$ cat src/rtl/serial_sub_if.sv
`default_nettype none
// ============================================================================
//  Module      : serial_sub_if
//  Description : Handshake bundle for the bit-serial subtractor.
//                Operand side : start_valid / start_ready, data1, data2
//                Result side  : done_valid / done_ready, diff
//                master = producer/consumer (drives operands, takes result)
//                slave  = the subtractor itself
//  Revision    : 1.0  initial release
// ============================================================================
interface serial_sub_if #(
    parameter int WIDTH = 4
);
    logic             start_valid;
    logic             start_ready;
    logic [WIDTH-1:0] data1;
    logic [WIDTH-1:0] data2;
    logic [WIDTH:0]   diff;
    logic             done_valid;
    logic             done_ready;

    modport master (
        output start_valid, data1, data2, done_ready,
        input  start_ready, diff, done_valid
    );

    modport slave (
        input  start_valid, data1, data2, done_ready,
        output start_ready, diff, done_valid
    );
endinterface
`default_nettype wire

$ cat src/rtl/serial_sub.sv
`default_nettype none
// ============================================================================
//  Module      : serial_sub
//  Description : Multi-cycle bit-serial unsigned subtractor, data1 - data2,
//                one bit per clock LSB first with a ripple-borrow flop.
//                diff[WIDTH-1:0] = difference mod 2^WIDTH,
//                diff[WIDTH]     = borrow-out (data1 < data2).
//                Optional macro SERIAL_SUB_SAT_EN: when the final borrow is
//                set, the low bits of diff are forced to zero (saturation).
//  Ports       : clk  - rising-edge clock
//                rst  - synchronous active-high reset
//                bus  - serial_sub_if.slave (operand and result handshakes)
//  Revision    : 1.0  initial release
// ============================================================================
module serial_sub #(
    parameter int WIDTH = 4
) (
    input  wire logic     clk,
    input  wire logic     rst,
    serial_sub_if.slave   bus
);
    localparam int c_CW = (WIDTH > 2) ? $clog2(WIDTH) : 1;
    localparam logic [c_CW-1:0] c_LAST = c_CW'(WIDTH - 1);

    localparam logic [1:0] c_IDLE  = 2'd0;
    localparam logic [1:0] c_SHIFT = 2'd1;
    localparam logic [1:0] c_DONE  = 2'd2;

    logic [1:0]       r_state;
    logic [1:0]       w_state_next;
    logic [WIDTH-1:0] r_a;
    logic [WIDTH-1:0] r_b;
    logic [WIDTH-1:0] r_r;
    logic [WIDTH:0]   r_diff;
    logic [c_CW-1:0]  r_cnt;
    logic             r_borrow;

    logic             w_d;
    logic             w_borrow_next;
    logic [WIDTH-1:0] w_r_next;
    logic [WIDTH-1:0] w_res_final;
    logic             w_last;
    logic             w_start_ready;
    logic             w_done_valid;

    // One full-subtractor slice on the current LSBs.
    assign w_d           = r_a[0] ^ r_b[0] ^ r_borrow;
    assign w_borrow_next = (~r_a[0] & r_b[0]) | (~(r_a[0] ^ r_b[0]) & r_borrow);
    // New bit enters at the MSB so that after WIDTH shifts bit 0 sits at R[0].
    assign w_r_next      = {w_d, r_r[WIDTH-1:1]};
    assign w_last        = (r_state == c_SHIFT) && (r_cnt == c_LAST);

`ifdef SERIAL_SUB_SAT_EN
    assign w_res_final = w_borrow_next ? '0 : w_r_next;
`else
    assign w_res_final = w_r_next;
`endif

    // State register
    always_ff @(posedge clk) begin
        if (rst) begin
            r_state <= c_IDLE;
        end else begin
            r_state <= w_state_next;
        end
    end

    // Next-state logic
    always_comb begin
        w_state_next = r_state;
        case (r_state)
            c_IDLE:  if (bus.start_valid) w_state_next = c_SHIFT;
            c_SHIFT: if (w_last)          w_state_next = c_DONE;
            c_DONE:  if (bus.done_ready)  w_state_next = c_IDLE;
            default:                      w_state_next = c_IDLE;
        endcase
    end

    // Output logic
    always_comb begin
        w_start_ready = 1'b0;
        w_done_valid  = 1'b0;
        case (r_state)
            c_IDLE:  w_start_ready = 1'b1;
            c_DONE:  w_done_valid  = 1'b1;
            default: ;
        endcase
    end

    // Datapath: operand shifters, result shifter, borrow flop, bit counter.
    // diff is written only on the last shift, so it holds its value in IDLE
    // and during SHIFT and never shows a partial result.
    always_ff @(posedge clk) begin
        if (rst) begin
            r_a      <= '0;
            r_b      <= '0;
            r_r      <= '0;
            r_diff   <= '0;
            r_cnt    <= '0;
            r_borrow <= 1'b0;
        end else begin
            case (r_state)
                c_IDLE: begin
                    if (bus.start_valid) begin
                        r_a      <= bus.data1;
                        r_b      <= bus.data2;
                        r_borrow <= 1'b0;
                        r_cnt    <= '0;
                    end
                end
                c_SHIFT: begin
                    r_a      <= r_a >> 1;
                    r_b      <= r_b >> 1;
                    r_r      <= w_r_next;
                    r_borrow <= w_borrow_next;
                    r_cnt    <= r_cnt + c_CW'(1);
                    if (w_last) begin
                        r_diff <= {w_borrow_next, w_res_final};
                    end
                end
                default: ;
            endcase
        end
    end

    assign bus.start_ready = w_start_ready;
    assign bus.done_valid  = w_done_valid;
    assign bus.diff        = r_diff;

endmodule
`default_nettype wire
$ cat src/flat_wrapper.sv
// flat-port wrapper written by rule: the top's interface ports become plain ports
module serial_sub_flat 
#(
    parameter int WIDTH = 4
)
  (clk, rst, bus_start_valid, bus_data1, bus_data2, bus_done_ready, bus_start_ready, bus_diff, bus_done_valid);
  serial_sub_if #(.WIDTH(WIDTH)) bus_i ();
  input  wire logic clk;
  input  wire logic rst;
  input wire logic [$bits(bus_i.start_valid)-1:0] bus_start_valid;
  input wire logic [$bits(bus_i.data1)-1:0] bus_data1;
  input wire logic [$bits(bus_i.data2)-1:0] bus_data2;
  input wire logic [$bits(bus_i.done_ready)-1:0] bus_done_ready;
  output wire logic [$bits(bus_i.start_ready)-1:0] bus_start_ready;
  output wire logic [$bits(bus_i.diff)-1:0] bus_diff;
  output wire logic [$bits(bus_i.done_valid)-1:0] bus_done_valid;
  assign bus_i.start_valid = bus_start_valid;
  assign bus_i.data1 = bus_data1;
  assign bus_i.data2 = bus_data2;
  assign bus_i.done_ready = bus_done_ready;
  assign bus_start_ready = bus_i.start_ready;
  assign bus_diff = bus_i.diff;
  assign bus_done_valid = bus_i.done_valid;
  serial_sub #(.WIDTH(WIDTH)) u_core (.clk(clk), .rst(rst), .bus(bus_i));
endmodule
$ cat config.mk
export PLATFORM = sky130hd
export DESIGN_NAME = serial_sub_flat
export DESIGN_NICKNAME = d
export VERILOG_FILES = /design/src/rtl/serial_sub_if.sv /design/src/rtl/serial_sub.sv /design/src/flat_wrapper.sv
export SDC_FILE = /design/constraint.sdc
export NUM_CORES = 1
export LEC_CHECK = 0
export CORE_ASPECT_RATIO = 0.7
export CORE_MARGIN = 3
export CORE_UTILIZATION = 40
export CTS_CLUSTER_DIAMETER = 30
export CTS_CLUSTER_SIZE = 8
export DETAILED_ROUTE_END_ITERATION = 16
export PLACE_DENSITY_LB_ADDON = 0.05
export SETUP_SLACK_MARGIN = 0.1
export SYNTH_ARGS = -nofsm -noshare
export SYNTH_HDL_FRONTEND = slang
export SYNTH_SLANG_ARGS = --single-unit
$ cat constraint.sdc
create_clock -name clk -period 2.3 [get_ports clk]
set_input_delay 0.46 -clock clk [delete_from_list [all_inputs] [get_ports clk]]
set_output_delay 0.46 -clock clk [all_outputs]
set_load 0.005 [all_outputs]
=== Word-level counts from Yosys, hierarchy flattened ===
Index checks and enable logic that the tools add are counted.

* Bitwise gates (word level): 7
* Equality and inequality tests: 6
* $add $sub $neg: 1
* Multiplexer cells: 14
* Reductions and logical operators: 6

{| class="wikitable"
|+ Operators by type and width
! operator !! number
|-
| $pmux 4 s2 || 2
|-
| $mux 2 || 4
|-
| $mux 4 || 2
|-
| $pmux 2 s3 || 1
|-
| $eq 2x2->1 const B || 2
|-
| $ne 2x2->1 const B || 2
|-
| $pmux 2 s2 || 1
|-
| $reduce_and 2->1 || 2
|-
| $mux 1 || 3
|-
| $reduce_and 3->1 || 1
|-
| $add 2x1->2 const B || 1
|-
| $and 1x1->1 || 2
|-
| $eq 2x1->1 const B || 1
|-
| $logic_not 2->1 || 1
|-
| $ne 2x1->1 const B || 1
|-
| $not 1->1 || 2
|-
| $pmux 1 s2 || 1
|-
| $reduce_bool 2->1 || 1
|-
| $xor 1x1->1 || 2
|-
| $logic_and 1x1->1 || 1
|-
| $or 1x1->1 || 1
|}

* Flip-flop bits (word level): 22
* Output and inout port bits: 7
* Logic and storage cells: 41

=== Longest topological paths before layout ===
* Depth after elaboration: 5
* Depth in mapped cells: 5

=== Least setup slack after synthesis ===
Ideal clock, no wire load.

* Kind: reg-to-reg
* From: register u_core.r_b[0]
* To: register u_core.r_r[3]
* Setup time: 0.128 ns
* Buffers on the path: 0
* Arrival: 1.027 ns
* Stages on the path, launching flop included: 5
* Path slack: 1.145 ns
* Cells stage by stage: dfxtp_1 inv_1 fa_1 mux2i_1 nor2_1

* Word-level cells in the longest chain between the ends: 2

{| class="wikitable"
|+ Ends and longest elaborated chain
! element !! RTL line !! RTL
|-
| start: declaration || serial_sub.sv:32 || <nowiki>logic [WIDTH-1:0] r_b;</nowiki>
|-
| start signal: assignment || serial_sub.sv:106 || <nowiki>r_b <= bus.data2;</nowiki>
|-
| start signal: assignment || serial_sub.sv:113 || <nowiki>r_b <= r_b >> 1;</nowiki>
|-
| $xor 1x1->1 (2 in a row) || serial_sub.sv:47 || <nowiki>assign w_d = r_a[0] ^ r_b[0] ^ r_borrow;</nowiki>
|-
| via u_core.w_d || serial_sub.sv:38 || <nowiki>logic w_d;</nowiki>
|-
| end signal: assignment || serial_sub.sv:114 || <nowiki>r_r <= w_r_next;</nowiki>
|-
| end: declaration || serial_sub.sv:33 || <nowiki>logic [WIDTH-1:0] r_r;</nowiki>
|}

The timed path passes the listed nets, and every way through them passes these cells.
A chain may end at the register's enable or synchronous reset.

=== Worst setup path in the final report ===
* From: register u_core.r_state[1]
* To: output port bus_done_valid

* Word-level cells in the longest chain between the ends: 2

{| class="wikitable"
|+ Ends and longest elaborated chain
! element !! RTL line !! RTL
|-
| start: declaration || serial_sub.sv:29 || <nowiki>logic [1:0] r_state;</nowiki>
|-
| start signal: assignment || serial_sub.sv:62 || <nowiki>r_state <= c_IDLE;</nowiki>
|-
| start signal: assignment || serial_sub.sv:64 || <nowiki>r_state <= w_state_next;</nowiki>
|-
| $eq 2x2->1 || serial_sub.sv:83 || <nowiki>case (r_state)</nowiki>
|-
| $mux 1 || serial_sub.sv:83 ||
|-
| end: declaration || flat_wrapper.sv:16 || <nowiki>output wire logic [$bits(bus_i.done_valid)-1:0] bus_done_valid;</nowiki>
|}

No other way between the ends.

==> flow_summary.toml <==
[run_status]
status = "completed"

[synth]
synth_edf_count = 0
ys_types = 25
yosys.cell_count.top_type = "dfxtp_1"
netlist.area_leader.share = 0.4516
synth-seq-cells = 21
yosys.area_share.simple = 0.2177
synthMuxAreaShare = 0.1075
ys_seq_area_frac = 0.4516
synth_top_family_by_area = "simple AND/OR/NAND/NOR gates"
synth-adder-area-share = 0.03495
async_reset_ff_frac = 0
synth_compound_area_frac = 0.1317
syn_nets = 108
synth_xor_area_frac = 0
yosys.area.top_type = "dfxtp_1"
ys_warn_count = 0
ys_top_cells_by_count = "dfxtp_1 (21), nor2_1 (12), mux2i_1 (10), a21oi_1 (5)"
syn_avg_cell_area_um2 = 9.903
syn-cell-area_um2 = 930.9
ys.flop_type = "dfxtp_1"
synthCells = 94
ys_top_cells_by_area = "dfxtp_1 (45%), mux2i_1 (11%), a211oi_2 (5.4%)"

[placed_design]
dp_cells = 139
portBuffers = 18
hpwlAfterDp_um = 1278
placed_cell_area_mm2 = 0.001134
place_congestion = 0.6564
pre_cts_ws_ns = 0.4489

[critical_path]
startpoint_type = "register"
path_cells = "and2b_1 > clkdlybuf4s50_1"
max_stage_delay_ns = 0.55
slowest_stage = "dfxtp_1"
critPathKind = "reg -> out"
critical-path-top-delay-family = "flip-flops"
crit_buf_inv = 1
crit_path_end_kind = "primary output"
crit_fanout = 12
cp.arrival_ns = 1.55
required_ns = 1.84

[floorplan]
die_height_um = 46.36
ioPinCount = 19
dieArea_mm2 = 0.002951
start_util = 0.4615
core-area_mm2 = 0.002017
placementRows = 13
die-width_um = 63.66

[clock_tree]
post_cts_resized = 0
cts_inserted_buffers = 3
clockBufferDepth = 2
cts_tree = "yes"
clk_latency_ns = 0.31
h-tree-depth = 1
cts_sinks = 21
cts_root_buffer = "clkbuf_4"
path_clk_slew_ns = 0.12
postCtsHoldBufs = 0
cts_setup_buffers = 0

[final_layout]
final_cell_area_mm2 = 0.001161
fin_util = 0.5757
layout-drive-gt1-share = 0.1504
area_growth_pct = 24.73
diodes = 0
fin_cells = 143
fin_nets = 128

[global_route]
antenna_found_initial = 0
overflow = 0
grtUsageTotal = 0.1405
grt_pass1_vias = 677
grt_max_degree = 22
grt_pass1_wl_um = 3125

[sta]
fin_crit_sh = 0.8728
hold_ws_ns = 0.4619
drv_slew = 0
hold_viol = 0
tightestPinTransition_ns = 0.5211
rsz0062_at_grt = "no"
clock_skew_ns = 0.007661
fin_ws_ns = 0.2925
finalSetupViolCount = 0
relSlewSlack = 0.6526
period_needed_ns = 2.007
fmax_mhz = 498.1
tns_ns = 0

[detailed_routing]
vias_per_cell = 5.000
vias = 715
wire_per_inst_um = 12.61
drtPass1Iterations = 4
first_iter_violations = 7
antenna_left = 0
wirelength_um = 1803
drc = 0

[power]
p_per_area_mw_per_mm2 = 583.4
p_leak_nw = 0.4359
ir_drop_mv = 0.3543
total_power_mw = 0.6774

[job]
max-cap-violations = 0

[hold_path]
hold_class = "reg -> reg"
[final timing paths]
check,start,to,slack (ns),cells past startpoint
max reg2reg,u_core.r_state[0],u_core.r_a[1],0.81,4
min reg2reg,u_core.bus.diff[1],u_core.bus.diff[1],0.46,2
min,u_core.bus.diff[1],u_core.bus.diff[1],0.46,2
max,u_core.r_state[1],bus_done_valid,0.29,2
[cells in the final DEF (no fill, tap or decap), types with 2 or more instances in the layout]
| master | instances |
|---|---|
| dfxtp_1 | 21 |
| nor2_1 | 12 |
| a22oi_1 | 4 |
| nor2_2 | 4 |
| buf_4 | 3 |
| nor4b_1 | 2 |
| nand2_1 | 4 |
| a21oi_1 | 5 |
| nor4_2 | 2 |
| clkdlybuf4s50_1 | 18 |
| nor3b_1 | 3 |
| mux2i_1 | 10 |
| a211oi_2 | 4 |
| inv_1 | 4 |
| nand3_1 | 4 |
| clkbuf_4 | 3 |
[area by class of cell]
type | count | area [um^2]
tap | 30 | 37.54
sequential | 21 | 420.4
clock inverter | 1 | 5.005
inverter | 4 | 15.01
fill | 202 | 855.8
timing repair buffer | 21 | 202.7
multi-input combinational | 63 | 457.9
clock buffer | 3 | 22.52
[routing by layer]
metal,GRT usage,up-vias,wire length [um],share of wire
met4,0.03863,0,10,0.0055
met2,0.2365,17,799,0.44
met3,0.05610,2,125,0.069
li1,-,360,-,-
met1,0.1699,336,867,0.48
met5,0,-,0,0
[power breakdown]
group	internal, mW	switching [mW]
clock	0.0650	0.115
sequential	0.381	0.0126
combinational	0.0543	0.0492
total	0.501	0.177
[kinds of logic after synthesis]
kind of cell | count (synthesis)
buf+inv | 10
flops | 21
simple gates | 36
mux | 10
fa+ha+maj | 2
compound gates | 15
[worst register-to-register path, stage by stage (launching register included)]
cell      delay (ns)
dfxtp_1         0.43
buf_4           0.23
o21ba_1         0.49
nor2_2          0.07
a211oi_2        0.20
[flip-flops by register name (all words and copies together) (netlist names)]
name / count
u_core.bus.diff: 5
u_core.r_a: 4
u_core.r_b: 4
u_core.r_r: 3
u_core.r_cnt: 2
u_core.r_state: 2
u_core.r_borrow: 1
No activity file was read; power rests on OpenSTA's default activity.
